$ cat src/rtl/opregfile.sv
// opregfile: small register file with a single-operand ALU on the read port.
//
// Each cycle with i_w_oe=1, the register at i_w_raddr (value held before the
// edge) is passed through the operation selected by i_w_opsel. The result is
// registered onto o_w_out with o_w_valid/o_w_zero/o_w_carry one edge later.
// With i_w_wb=1 the result is also written back to the read address.
//
// Ports:
//   i_w_clk    sole clock, rising edge
//   i_w_reset  synchronous active-low reset
//   i_w_data   write data (WIDTH)
//   i_w_we     write enable, stores i_w_data into reg[i_w_waddr]
//   i_w_waddr  write address (AW)
//   i_w_oe     read/operate request
//   i_w_raddr  read address (AW)
//   i_w_opsel  operation select (3)
//   i_w_wb     write-back enable (only with i_w_oe)
//   o_w_out    registered result (holds over idle cycles)
//   o_w_valid  one-cycle pulse per accepted request
//   o_w_zero   result is zero (only while valid)
//   o_w_carry  carry/borrow of increment/decrement (only while valid)
module opregfile #(
    parameter int unsigned WIDTH = 8,
    parameter int unsigned DEPTH = 4,
    parameter int unsigned AW    = $clog2(DEPTH)
) (
    input  logic             i_w_clk,
    input  logic             i_w_reset,
    input  logic [WIDTH-1:0] i_w_data,
    input  logic             i_w_we,
    input  logic [AW-1:0]    i_w_waddr,
    input  logic             i_w_oe,
    input  logic [AW-1:0]    i_w_raddr,
    input  logic [2:0]       i_w_opsel,
    input  logic             i_w_wb,
    output logic [WIDTH-1:0] o_w_out,
    output logic             o_w_valid,
    output logic             o_w_zero,
    output logic             o_w_carry
);

    logic [WIDTH-1:0] regs_q [DEPTH];
    logic [WIDTH-1:0] operand;
    logic [WIDTH-1:0] result_d;
    logic             carry_d;

    assign operand = regs_q[i_w_raddr];

    always_comb begin
        result_d = '0;
        carry_d  = 1'b0;
        case (i_w_opsel)
            3'd0: result_d = operand;
            3'd1: result_d = ~operand;
            3'd2: result_d = {operand[WIDTH-2:0], operand[WIDTH-1]};
            3'd3: result_d = {operand[0], operand[WIDTH-1:1]};
            3'd4: begin
                result_d = operand + WIDTH'(1);
                carry_d  = &operand;
            end
            3'd5: begin
                result_d = operand - WIDTH'(1);
                carry_d  = ~|operand;
            end
            3'd6: begin
                for (int unsigned i = 0; i < WIDTH; i++) begin
                    result_d[i] = operand[WIDTH-1-i];
                end
            end
            default: result_d = '0;
        endcase
    end

    // Storage. The external write is issued after write-back so it wins on a
    // same-address collision.
    always_ff @(posedge i_w_clk) begin
        if (!i_w_reset) begin
            for (int unsigned i = 0; i < DEPTH; i++) begin
                regs_q[i] <= '0;
            end
        end else begin
            if (i_w_oe && i_w_wb) begin
                regs_q[i_w_raddr] <= result_d;
            end
            if (i_w_we) begin
                regs_q[i_w_waddr] <= i_w_data;
            end
        end
    end

    // Result stage. o_w_out keeps the last result across idle cycles; flags
    // are only meaningful alongside the valid pulse.
    always_ff @(posedge i_w_clk) begin
        if (!i_w_reset) begin
            o_w_out   <= '0;
            o_w_valid <= 1'b0;
            o_w_zero  <= 1'b0;
            o_w_carry <= 1'b0;
        end else if (i_w_oe) begin
            o_w_out   <= result_d;
            o_w_valid <= 1'b1;
            o_w_zero  <= (result_d == '0);
            o_w_carry <= carry_d;
        end else begin
            o_w_valid <= 1'b0;
            o_w_zero  <= 1'b0;
            o_w_carry <= 1'b0;
        end
    end

endmodule
$ cat config.mk
export PLATFORM = sky130hd
export DESIGN_NAME = opregfile
export DESIGN_NICKNAME = d
export VERILOG_FILES = /design/src/rtl/opregfile.sv
export SDC_FILE = /design/constraint.sdc
export NUM_CORES = 1
export LEC_CHECK = 0
export CORE_MARGIN = 1.5
export CORE_UTILIZATION = 40
export CTS_CLUSTER_DIAMETER = 120
export DETAILED_ROUTE_END_ITERATION = 10
export GPL_TIMING_DRIVEN = 1
export PLACE_DENSITY = 0.67
export SYNTH_ARGS = -nofsm -noshare
export SYNTH_HDL_FRONTEND = slang
export SYNTH_SLANG_ARGS = --single-unit
$ cat constraint.sdc
create_clock -name i_w_clk -period 3.66 [get_ports i_w_clk]
set_input_delay 0.732 -clock i_w_clk [delete_from_list [all_inputs] [get_ports i_w_clk]]
set_output_delay 0.732 -clock i_w_clk [all_outputs]
set_load 0.02 [all_outputs]
### Yosys cells after proc, flatten, opt, wreduce, memory -nomap -nowiden

Memories as Yosys holds them, arrays and structs flattened.
Cells that the tools add are included.

| operators by class | value |
|---|---|
| reductions and logical operators | 9 |
| multiplexer cells | 16 |
| bitwise operators | 1 |
| add/subtract/negate cells | 2 |
| equal/unequal tests | 6 |

Operators by type and width:

| kind | count |
|---|---|
| $pmux W8 S7 | 1 |
| $reduce_or A8 Y1 | 3 |
| $mux W8 | 2 |
| $mux W1 | 10 |
| $eq A3 B3 Y1 const B | 3 |
| $add A8 B1 Y8 const B | 1 |
| $logic_not A8 Y1 | 1 |
| $not A8 Y8 | 1 |
| $reduce_and A8 Y1 | 1 |
| $sub A8 B1 Y8 const B | 1 |
| $eq A3 B2 Y1 const B | 2 |
| $mux W2 | 2 |
| $eq A3 B1 Y1 const B | 1 |
| $logic_not A3 Y1 | 1 |
| $pmux W1 S2 | 1 |
| $reduce_and A2 Y1 | 1 |
| $logic_and A1 B1 Y1 | 1 |
| $logic_not A1 Y1 | 1 |

| storage, ports and cells | value |
|---|---|
| register bits | 11 |
| memories kept | 1 |
| memory bits (writable) | 32 |

Memories:

| name | depth | width | read ports | clocked after Yosys merged registers in | wr ports | RTL line | text |
|---|---|---|---|---|---|---|---|
| regs_q | 4 | 8 | 1 | 0 | 4 | 42 | `logic [WIDTH-1:0] regs_q [DEPTH];` |

### Depth between registers and ports, before layout

| logic depth | value |
|---|---|
| depth after elaboration | 6 |
| depth in mapped cells | 10 |
| gate-level depth less buffers | 9 |

### Worst setup path before layout

Ideal clock, no wire load.

| timing | value |
|---|---|
| kind | input -> register |
| start | input port i_w_raddr[0] |
| end | memory regs_q[0][6], data pin |
| setup time | 256 ps |
| slack | 225 ps |
| data required time | 3404 ps |
| buffers on the path | 1 |
| stages on the path | 9 |
| data arrival time | 3179 ps |
| cells stage by stage | buf_6 -> mux4_2 -> fa_1 -> a211oi_1 -> o21bai_1 -> a21oi_1 -> xnor2_1 -> a211o_1 -> a22o_1 |

RTL lines:

| what | RTL line | text |
|---|---|---|
| start, declared | 33 | `input logic [AW-1:0] i_w_raddr,` |
| end, declared | 42 |  |

==> metrics.md <==
| Metric | Value |
|---|---|
| Postcts setup bufs | 0 |
| H-tree depth | 2 |
| Register area share after synthesis | 41.0% |
| Vias in the first global route | 2489 |
| Worst path max stage delay | 560 ps |
| Layout Nets | 363 |
| Switching pwr | 0.364 mW |
| Synth area leader | edfxtp_1 |
| Combinational share of power | 27.2% |
| CP max-delay cell | clkdlybuf4s50_1 |
| Top cells by area, synth | edfxtp_1 (33%), dfxtp_1 (7.6%), mux4_2 (6.2%) |
| Max Buffers Root-to-Sink | 2 |
| Initial antenna violation count | 0 |
| Switching share of power | 27.9% |
| Unrepaired setup endpoints after global routing | no |
| Leakage power | 1.36 nW |
| Core area | 6870 µm² |
| WL final | 7530 µm |
| EDFF count, synth | 32 |
| CTS Sinks | 43 |
| Max Cap Viol | 0 |
| Vias | 2475 |
| Total design power | 1.31 mW |
| Starting Density | 42.0% |
| Fin crit share | 95.0% |
| # rows | 30 |
| First-pass GRT wire length | 12400 µm |
| Fin Hold WS | 491 ps |
| Cell Chain, Critical Path | clkdlybuf4s50_1 > buf_4 > mux4_2 > ha_1 > buf_4 > a21oi_1 > o21ai_1 > a31o_2 > a21o_1 > a211oi_4 > buf_4 > o21ai_1 |
| DR WL/cell | 17.3 µm |
| Status | complete, no violations |
| Slew HR | 58.3% |
| Final HPWL from detailed placement | 5850 µm |
| Final setup fails | 0 |
| Synth top area share | 33.3% |
| Synth Register Bits | 43 |
| Pin count of the biggest net entering global routing | 20 |
| Worst skew pair latency | 290 ps |
| CP max FO | 7 |
| Synth cell count leaders | nand2_1 (41), edfxtp_1 (32), o21ai_0 (22) |
| Ant diodes | 0 |
| Synthesized cell area | 2880 µm² |
| Synth Instances | 279 |
| CTS root buffer | clkbuf_8 |
| Fin. max-slew vios | 0 |
| Die area | 7730 µm² |
| Remaining antenna violation count | 0 |
| Setup crit start kind | primary input |
| Post-synth ARST share | 0% |
| Peak supply drop | 0.246 mV |
| GR Util All Layers | 21.0% |
| Synth unique cells | 64 |
| Bufs and invs on worst path | 4 |
| Share of layout cells above drive strength 1 | 22.2% |
| Die Height | 87.9 µm |
| CTS Buf Count | 5 |
| Die width | 87.9 µm |
| Layout Skew | 5.24 ps |
| Setup Crit Path Kind | primary input to register |
| Register share of total power | 43.6% |
| Clk network pwr share | 29.1% |
| 1st-iter DRT viols | 170 |
| Final Hold Vio Count | 0 |
| Drt via density | 5.70 |
| Drt drc | 0 |
| Fmax | 288 MHz |
| CTS tree | yes |
| Final instance area | 3570 µm² |
| DRT Pass-1 Iters | 4 |
| Yosys warns | 0 |
| I/O Buffers | 30 |
| Fin cells | 434 |
| FILL cells | 615 |
| CP most frequent cell | buf_4 |
| Placer Congestion | 0.885 |
| Worst hold path class | register to register |
| Post-CTS Resized | 3 |
| Count leader, synth | nand2_1 |
| Slew of the pin with the lowest slew margin | 624 ps |
| Pint | 0.941 mW |
| Final min period | 3480 ps |
| Post-Syn Area per Cell | 10.3 µm² |
| CTS Hold Bufs | 0 |
| Total gr overflow | 0 |
| Worst-path clk slew | 80 ps |
| CP arrival | 3520 ps |
| Synth Flop Type | edfxtp_1 |
| I/O Pins | 31 |
| Crit. End Element | register |
| Placed Area | 3450 µm² |
| Layout area overhead | 23.9% |
| Post-Syn Nets | 305 |
| Required @ worst endpoint | 3700 ps |
| P per Cell Area | 365 nW/µm² |
| Crit path max-delay family | buffers and inverters |
| Placed cells | 426 |
==> registers in the layout, summed over array words and instances (netlist names) <==
signal     flops
o_w_carry      1
o_w_out        8
o_w_valid      1
o_w_zero       1
regs_q        32
==> through the flow <==
stage               setup TNS [ps]  worst slack, ps  utilization (%)
global placement             -5160             -362             50.2
CTS                              0              192             52.0
detailed placement           -6810             -431             50.2
floorplan                        0              225                -
global route                     0             75.5             52.0
finish                           0              185             52.0
==> final timing paths <==
kind,from,endpoint,slack [ps],cells past startpoint
setup / recovery,i_w_raddr[1],regs_q[0][7],180,12
hold / removal,o_w_out[2],o_w_out[2],490,2
hold reg to reg,o_w_out[2],o_w_out[2],490,2
setup reg to reg,regs_q[2][1],regs_q[1][6],680,8
==> layout make-up <==
| class | count | area, µm² | area share [%] |
|---|---|---|---|
| clock inverter | 2 | 35.0 | 0.980 |
| inverter | 5 | 18.8 | 0.525 |
| tap | 96 | 120 | 3.36 |
| sequential | 43 | 1180 | 33.1 |
| clock buffer | 6 | 82.6 | 2.31 |
| timing repair buffer | 67 | 577 | 16.1 |
| multi-input combinational | 215 | 1560 | 43.6 |
==> worst register-to-register path: stages (launching register included) <==
cell and delay [ps]:
edfxtp_1 390, mux4_2 510, fa_1 480, a211oi_2 240, o21bai_1 130, a21oi_2 230, xnor2_1 110, a211o_1 410
a22o_1 240
==> per-layer routing <==
metal | vias to the layer above | GRT usage [%] | wire [µm]
met5 | - | 0 | 0
met1 | 1194 | 26.9 | 3310
li1 | 1173 | - | -
met3 | 2 | 3.20 | 367
met2 | 106 | 36.6 | 3830
met4 | 0 | 6.06 | 25
==> cells in the final DEF (no fill, tap or decap), types with 2 or more instances in the layout <==
cell type / instances
and2_1: 2
o21a_1: 3
clkdlybuf4s50_1: 29
nor4_1: 2
mux4_2: 8
nand3_1: 8
a211oi_2: 2
a2bb2oi_1: 2
nor3_1: 6
and4_1: 2
or3_1: 2
nand2b_1: 2
ha_1: 5
dfxtp_1: 11
nor3b_1: 4
a22o_1: 4
o21ai_0: 22
a21oi_1: 4
a211oi_1: 4
nand2_1: 41
o31ai_1: 3
a21o_1: 2
a22o_2: 4
edfxtp_1: 32
or2_2: 3
inv_1: 5
nor2_1: 17
clkbuf_8: 6
a221o_1: 3
nor2b_1: 3
xnor2_1: 6
nand3b_1: 3
buf_4: 37
nand4_1: 4
o21ai_1: 12
mux2i_1: 5
==> power by group through the flow <==
| stage | clock [mW] | sequential [mW] | combinational, mW |
|---|---|---|---|
| 6_report | 0.381 | 0.570 | 0.356 |
| 5_1_grt | 0.413 | 0.572 | 0.382 |
| 4_1_cts | 0.383 | 0.569 | 0.354 |
| 3_5_place_dp | 0 | 0.580 | 0.350 |
| 3_3_place_gp | 0 | 0.579 | 0.344 |
| 2_1_floorplan | 0 | 0.585 | 0.200 |
==> cell families after synthesis <==
logic type                 share of synthesized area (%)
DFF                                                 41.0
AOI/OAI and AO/OA                                   21.1
muxes                                               7.98
and+or+nand+nor                                     19.3
xor gates and xnor gates                            2.13
adders and majority gates                           3.25
buffers and inverters                               5.29
Power figures use the tool's default switching activity.
